### config.mk
export PLATFORM = sky130hd
export DESIGN_NAME = multdiv_ctrl_flat
export DESIGN_NICKNAME = d
export VERILOG_FILES = /design/src/rtl/multdiv_ctrl_if.sv /design/src/rtl/multdiv_ctrl.sv /design/src/flat_wrapper.sv
export SDC_FILE = /design/constraint.sdc
export NUM_CORES = 1
export LEC_CHECK = 0
export BUFFER_PORTS_ARGS = -buffer_cell sky130_fd_sc_hd__buf_2
export CORE_MARGIN = 10
export CORE_UTILIZATION = 40
export CTS_BUF_LIST = sky130_fd_sc_hd__clkbuf_8
export DETAILED_ROUTE_END_ITERATION = 10
export HOLD_SLACK_MARGIN = 0.15
export PLACE_DENSITY = 0.71
export SETUP_SLACK_MARGIN = 0.5
export SYNTH_ARGS = -nofsm -noshare
export SYNTH_HDL_FRONTEND = slang
export SYNTH_SLANG_ARGS = --single-unit
### constraint.sdc
create_clock -name clock -period 2.95 [get_ports clock]
set_input_delay 0.295 -clock clock [delete_from_list [all_inputs] [get_ports clock]]
set_output_delay 0.295 -clock clock [all_outputs]
set_load 0.01 [all_outputs]
### src/rtl/multdiv_ctrl_if.sv
// multdiv_ctrl_if: request, launch and writeback signals of the
// multiply/divide sequencing controller.
//   master : decode/execute side plus counter/datapath responses
//   slave  : the controller itself
interface multdiv_ctrl_if #(
    parameter int WIDTH = 32,
    parameter int RD_W  = 5
);
    logic             req_mult;
    logic             req_div;
    logic [WIDTH-1:0] op_a;
    logic [WIDTH-1:0] op_b;
    logic [RD_W-1:0]  req_rd;
    logic             flush;
    logic             ready_in;
    logic [WIDTH-1:0] result_in;
    logic             exception_in;
    logic             start;
    logic [WIDTH-1:0] md_a;
    logic [WIDTH-1:0] md_b;
    logic             md_op;
    logic             stall;
    logic             wb_valid;
    logic [RD_W-1:0]  wb_rd;
    logic [WIDTH-1:0] wb_data;

    modport master (
        output req_mult, req_div, op_a, op_b, req_rd, flush,
               ready_in, result_in, exception_in,
        input  start, md_a, md_b, md_op, stall, wb_valid, wb_rd, wb_data
    );

    modport slave (
        input  req_mult, req_div, op_a, op_b, req_rd, flush,
               ready_in, result_in, exception_in,
        output start, md_a, md_b, md_op, stall, wb_valid, wb_rd, wb_data
    );
endinterface

### src/rtl/multdiv_ctrl.sv
// multdiv_ctrl: sequences one multiply/divide op at a time.
// Latches operands on acceptance, pulses start for one cycle, stalls the
// pipeline until the counter reports ready, then emits one writeback beat.
// Optional feature macro: MD_TIMEOUT_EN -- a 6-bit WAIT counter forces the
// exception writeback after TIMEOUT WAIT cycles without ready_in.
module multdiv_ctrl #(
    parameter int WIDTH   = 32,
    parameter int RD_W    = 5,
    parameter int TIMEOUT = 40
) (
    input  logic          clock,
    input  logic          reset,
    multdiv_ctrl_if.slave bus
);

    typedef enum logic [1:0] {
        ST_IDLE   = 2'd0,
        ST_LAUNCH = 2'd1,
        ST_WAIT   = 2'd2,
        ST_WRITE  = 2'd3
    } state_t;

    // Exception writebacks go to x30 with a code identifying the op kind.
    localparam logic [RD_W-1:0] EXC_RD = RD_W'(32'd30);

    // The wait counter is 6 bits wide, so TIMEOUT has to fit in it.
    if (TIMEOUT < 1 || TIMEOUT > 63) begin : g_bad_timeout
        $error("multdiv_ctrl: TIMEOUT must be in 1..63");
    end

    // Exception code: 4 for multiply, 5 for divide.
    function automatic logic [WIDTH-1:0] exc_code(input logic op_div);
        logic [WIDTH-1:0] code;
        if (op_div) begin
            code = WIDTH'(32'd5);
        end else begin
            code = WIDTH'(32'd4);
        end
        return code;
    endfunction

    state_t           state_r;
    state_t           state_nxt_s;
    logic [WIDTH-1:0] md_a_r;
    logic [WIDTH-1:0] md_b_r;
    logic             md_op_r;
    logic [RD_W-1:0]  rd_r;
    logic             exc_r;
    logic [RD_W-1:0]  wb_rd_r;
    logic [WIDTH-1:0] wb_data_r;

    logic             req_any_s;
    logic             accept_s;
    logic             start_s;
    logic             stall_s;
    logic             wb_valid_s;
    logic             capture_s;

`ifdef MD_TIMEOUT_EN
    localparam logic [5:0] TIMEOUT_LAST = 6'(TIMEOUT - 1);
    logic [5:0]       wait_cnt_r;
    logic             timeout_s;
`endif

    assign req_any_s = bus.req_mult | bus.req_div;

    // Next-state and control decode; flush overrides every state.
    always_comb begin
        state_nxt_s = state_r;
        accept_s    = 1'b0;
        start_s     = 1'b0;
        stall_s     = 1'b0;
        wb_valid_s  = 1'b0;
        capture_s   = 1'b0;
`ifdef MD_TIMEOUT_EN
        timeout_s   = 1'b0;
`endif
        if (bus.flush) begin
            state_nxt_s = ST_IDLE;
        end else begin
            case (state_r)
                ST_IDLE: begin
                    if (req_any_s) begin
                        accept_s    = 1'b1;
                        stall_s     = 1'b1;
                        state_nxt_s = ST_LAUNCH;
                    end else begin
                        state_nxt_s = ST_IDLE;
                    end
                end
                ST_LAUNCH: begin
                    // Counter value is stale here, so ready_in is not looked at.
                    start_s     = 1'b1;
                    stall_s     = 1'b1;
                    state_nxt_s = ST_WAIT;
                end
                ST_WAIT: begin
                    stall_s = 1'b1;
                    if (bus.ready_in) begin
                        capture_s   = 1'b1;
                        state_nxt_s = ST_WRITE;
                    end
`ifdef MD_TIMEOUT_EN
                    else if (wait_cnt_r == TIMEOUT_LAST) begin
                        timeout_s   = 1'b1;
                        state_nxt_s = ST_WRITE;
                    end
`endif
                    else begin
                        state_nxt_s = ST_WAIT;
                    end
                end
                ST_WRITE: begin
                    // A write to x0 without an exception is dropped silently.
                    wb_valid_s = exc_r | (rd_r != '0);
                    if (req_any_s) begin
                        accept_s    = 1'b1;
                        stall_s     = 1'b1;
                        state_nxt_s = ST_LAUNCH;
                    end else begin
                        state_nxt_s = ST_IDLE;
                    end
                end
                default: begin
                    state_nxt_s = ST_IDLE;
                end
            endcase
        end
    end

    // State register.
    always_ff @(posedge clock or posedge reset) begin
        if (reset) begin
            state_r <= ST_IDLE;
        end else begin
            state_r <= state_nxt_s;
        end
    end

    // Operand latch on acceptance and result/exception capture for writeback.
    always_ff @(posedge clock or posedge reset) begin
        if (reset) begin
            md_a_r    <= '0;
            md_b_r    <= '0;
            md_op_r   <= 1'b0;
            rd_r      <= '0;
            exc_r     <= 1'b0;
            wb_rd_r   <= '0;
            wb_data_r <= '0;
        end else begin
            if (accept_s) begin
                md_a_r  <= bus.op_a;
                md_b_r  <= bus.op_b;
                md_op_r <= bus.req_div & ~bus.req_mult;
                rd_r    <= bus.req_rd;
            end
            if (capture_s) begin
                exc_r <= bus.exception_in;
                if (bus.exception_in) begin
                    wb_rd_r   <= EXC_RD;
                    wb_data_r <= exc_code(md_op_r);
                end else begin
                    wb_rd_r   <= rd_r;
                    wb_data_r <= bus.result_in;
                end
            end
`ifdef MD_TIMEOUT_EN
            if (timeout_s) begin
                exc_r     <= 1'b1;
                wb_rd_r   <= EXC_RD;
                wb_data_r <= exc_code(md_op_r);
            end
`endif
        end
    end

`ifdef MD_TIMEOUT_EN
    // WAIT cycle counter; held at zero outside WAIT so it restarts on entry.
    always_ff @(posedge clock or posedge reset) begin
        if (reset) begin
            wait_cnt_r <= 6'd0;
        end else if (state_r != ST_WAIT) begin
            wait_cnt_r <= 6'd0;
        end else begin
            wait_cnt_r <= wait_cnt_r + 6'd1;
        end
    end
`endif

    assign bus.start    = start_s;
    assign bus.stall    = stall_s;
    assign bus.wb_valid = wb_valid_s;
    assign bus.md_a     = md_a_r;
    assign bus.md_b     = md_b_r;
    assign bus.md_op    = md_op_r;
    assign bus.wb_rd    = wb_rd_r;
    assign bus.wb_data  = wb_data_r;

endmodule

### src/flat_wrapper.sv
// flat-port wrapper written by rule: the top's interface ports become plain ports
module multdiv_ctrl_flat 
#(
    parameter int WIDTH   = 32,
    parameter int RD_W    = 5,
    parameter int TIMEOUT = 40
)
  (clock, reset, bus_req_mult, bus_req_div, bus_op_a, bus_op_b, bus_req_rd, bus_flush, bus_ready_in, bus_result_in, bus_exception_in, bus_start, bus_md_a, bus_md_b, bus_md_op, bus_stall, bus_wb_valid, bus_wb_rd, bus_wb_data);
  multdiv_ctrl_if #(.WIDTH(WIDTH), .RD_W(RD_W)) bus_i ();
  input  logic clock;
  input  logic reset;
  input wire logic [$bits(bus_i.req_mult)-1:0] bus_req_mult;
  input wire logic [$bits(bus_i.req_div)-1:0] bus_req_div;
  input wire logic [$bits(bus_i.op_a)-1:0] bus_op_a;
  input wire logic [$bits(bus_i.op_b)-1:0] bus_op_b;
  input wire logic [$bits(bus_i.req_rd)-1:0] bus_req_rd;
  input wire logic [$bits(bus_i.flush)-1:0] bus_flush;
  input wire logic [$bits(bus_i.ready_in)-1:0] bus_ready_in;
  input wire logic [$bits(bus_i.result_in)-1:0] bus_result_in;
  input wire logic [$bits(bus_i.exception_in)-1:0] bus_exception_in;
  output wire logic [$bits(bus_i.start)-1:0] bus_start;
  output wire logic [$bits(bus_i.md_a)-1:0] bus_md_a;
  output wire logic [$bits(bus_i.md_b)-1:0] bus_md_b;
  output wire logic [$bits(bus_i.md_op)-1:0] bus_md_op;
  output wire logic [$bits(bus_i.stall)-1:0] bus_stall;
  output wire logic [$bits(bus_i.wb_valid)-1:0] bus_wb_valid;
  output wire logic [$bits(bus_i.wb_rd)-1:0] bus_wb_rd;
  output wire logic [$bits(bus_i.wb_data)-1:0] bus_wb_data;
  assign bus_i.req_mult = bus_req_mult;
  assign bus_i.req_div = bus_req_div;
  assign bus_i.op_a = bus_op_a;
  assign bus_i.op_b = bus_op_b;
  assign bus_i.req_rd = bus_req_rd;
  assign bus_i.flush = bus_flush;
  assign bus_i.ready_in = bus_ready_in;
  assign bus_i.result_in = bus_result_in;
  assign bus_i.exception_in = bus_exception_in;
  assign bus_start = bus_i.start;
  assign bus_md_a = bus_i.md_a;
  assign bus_md_b = bus_i.md_b;
  assign bus_md_op = bus_i.md_op;
  assign bus_stall = bus_i.stall;
  assign bus_wb_valid = bus_i.wb_valid;
  assign bus_wb_rd = bus_i.wb_rd;
  assign bus_wb_data = bus_i.wb_data;
  multdiv_ctrl #(.WIDTH(WIDTH), .RD_W(RD_W), .TIMEOUT(TIMEOUT)) u_core (.clock(clock), .reset(reset), .bus(bus_i));
endmodule
==> out/metrics.yaml <==
outcome: "complete, no violations"
slew_headroom_pct: 59.99
final_max_slew_viol_count: 0
ys_types: 24
p_int_mw: 3.958
insertion_delay_ns: 0.36
cp-end-kind: "flop"
fmax_mhz: 486.9
pre_cts_ws_ns: 0.9217
drtIter0Drc: 233
start_util_pct: 40.73
io_buffers: 212
rows: 38
clockPowerShare_pct: 14.8
maxCapViolations: 0
worst-endpoint-required_ns: 3.19
overflow: 0
path_class: "reg2reg"
synth_xor_area_share_pct: 0
clkTransAtPathRegs_ns: 0.10
gp_congestion: 0.7634
netlist_instances: 332
dr.pass1.iters: 4
skew_ns: 0.01315
antenna_found_initial: 3
p_comb_share_pct: 42.1
ys_warn_count: 0
clock_path_buffers: 2
finish.instance_area_sq_um: 6507
critPathLaunch: "u_core.state_r[0]"
synth_compound_area_share_pct: 4.761
place_hpwl_um: 8901
post-route-period-util_pct: 69.62
drive_above_1_share_pct: 49.11
r2r-start: "u_core.state_r[0]"
seqPwrFrac_pct: 43.1
synthTopCellsByArea: "dfrtp_1, mux2_2, nand2b_1, o21ai_0, mux2_4"
yosys_register_bits: 110
switching_share_pct: 35.36
die_x_um: 125.1
synth_top_family_by_area: "multiplexers"
track_usage_pct: 16.08
grt_pass1_wl_um: 20570
viasPerCell: 4.575
vias: 3477
yosysTopAreaCell: "dfrtp_1"
synth_mux_area_share_pct: 18.93
cts_tree: "built"
synthAdderAreaFrac_pct: 1.133
coreArea_sq_um: 10840
start_kind: "flop"
hold_viol: 0
cts_root_buf: "clkbuf_8"
pwr_density_cell_nw_per_um2: 940.8
cts_buffers: 9
h-tree-depth: 3
power_switching_mw: 2.165
synth.cell_area_sq_um: 4415
grt_setup_unrepaired: "no"
min_path_type: "in2reg"
rr_worst_depth: 6
wire_per_inst_um: 16.90
yosysTopAreaCellShare_pct: 62.34
areaGrowthSynthToFinish_pct: 47.38
crit_arrival_ns: 2.30
routed_wl_um: 12850
synth-simple-area-share_pct: 9.606
ff2ff_setup_slack_ns: 0.90
layout_setup_ws_ns: 0.8963
fill_cells: 906
die_y_um: 125.1
leakage_nw: 3.239
multi_input_area_sq_um: 1520
io_pins: 213
path_max_fanout: 69
drcViolationCount: 0
drt.antenna.violating_nets: 0
cts_setup_buffers: 0
min_period_ns: 2.054
irDropWorstVdd_mv: 0.8191
dieArea_sq_um: 15640
regArea_sq_um: 2753
syn_avg_cell_area_sq_um: 13.30
grt_pass1_vias: 3857
max_slew.worst_pin.slew_ns: 0.6001
finalSetupTns_ns: 0
synth_seq_area_share_pct: 62.34
holdCritStartpoint: "bus_result_in[9]"
instances_no_fill: 760
hold_depth: 3
synth.net_count: 444
dpl_cell_area_sq_um: 5579
numClockSinks: 110
dp_cells: 668
grt_max_degree: 111
final-setup-viol-count: 0
layout.nets: 724
-- sequential cells by signal, summed over array words and instances (netlist names) --
register	flops
u_core.bus.wb_data	32
u_core.bus.md_op	1
u_core.bus.wb_rd	5
u_core.rd_r	5
u_core.state_r	2
u_core.bus.md_b	32
u_core.exc_r	1
u_core.bus.md_a	32
-- power groups by stage --
| stage | Sequential (mW) | Clock [mW] | Combinational (mW) |
|---|---|---|---|
| finish | 2.64 | 0.904 | 2.58 |
| global route | 2.73 | 0.999 | 2.82 |
| CTS | 2.63 | 0.933 | 2.61 |
| detailed placement | 2.66 | 0 | 2.53 |
| global placement | 2.62 | 0 | 2.47 |
| floorplan | 2.97 | 0 | 1.17 |
-- Yosys cell counts (all sizes together) --
master / n
dfrtp: 110
nor2b: 2
or4: 1
nand3b: 1
nor3: 1
ha: 4
buf: 13
o21ai: 38
clkbuf: 7
nor3b: 1
nand2b: 31
nand2: 37
inv: 3
mux2: 70
a21oi: 4
mux2i: 1
and2b: 1
nor2: 7
-- metrics by stage --
stage	util [%]	hold WS (ns)	power (mW)
after floorplan	-	0.3557	4.141
after global routing	60.03	0.1588	6.556
after detailed placement	51.47	0.4651	5.197
final	60.03	0.1744	6.123
after CTS	59.96	0.1513	6.179
after global placement	51.47	0.4574	5.089
-- cells by family after synthesis --
logic type                 Yosys count
adders and majority gates            4
muxes                               71
and+or+nand+nor                     82
DFF                                110
buffers and inverters               23
AOI/OAI and AO/OA                   42
-- layer usage --
layer  wire length (um)  vias to the layer above  part of all wire (%)  GRT usage (%)
met4                272                        0                   2.1          7.249
met3                658                       19                   5.1          3.591
met1               4923                     1674                    38          17.61
met5                  0                        -                     0              0
li1                   -                     1673                     -              -
met2               6993                      111                    54          29.03
-- final timing paths --
kind	end
setup / recovery	u_core.bus.md_b[13]
hold reg to reg	u_core.bus.wb_data[24]
setup reg to reg	u_core.bus.md_b[13]
min in group asynchronous	u_core.bus.wb_data[19]
max in group asynchronous	u_core.bus.wb_data[0]
hold / removal	u_core.bus.wb_data[9]
-- worst max-delay path, cell delays in order, from the launching register on --
cell     delay [ns]
dfrtp_1        0.41
inv_1          0.06
ha_1           0.31
nor2b_2        0.19
nor2b_4        0.18
buf_12         0.32
mux2_2         0.39
-- layout by cell type (no fill, tap or decap) --
master,n
dlygate4sd3_1,73
inv_6,2
buf_4,2
a21oi_1,4
diode_2,3
mux2i_1,1
nor2b_2,1
nand2b_1,31
mux2_4,10
clkbuf_8,9
nand3b_1,1
or4_1,1
nor2_4,1
clkinvlp_4,2
bufinv_16,1
and2b_1,1
mux2_2,60
inv_1,5
dfrtp_1,110
buf_12,2
nor2b_4,1
o21ai_0,38
nand2_1,37
nor2_1,6
nor3_1,1
nor3b_1,1
buf_2,212
ha_1,4
-- final cells by class --
type	count	area share [%]
Clock inverter	7	1.019
Multi-Input combinational cell	199	23.36
Timing Repair Buffer	289	28.38
Antenna cell	3	0.1154
Tap cell	140	2.692
Sequential cell	110	42.30
Clock buffer	9	1.903
Inverter	3	0.2307
-- timing repair --
action / in CTS / in global routing
hold buffers: 73 / 0
hold endpoints to repair: 182 / 0
resized for setup: 0 / 0
No activity file was read; power rests on OpenSTA's default activity.
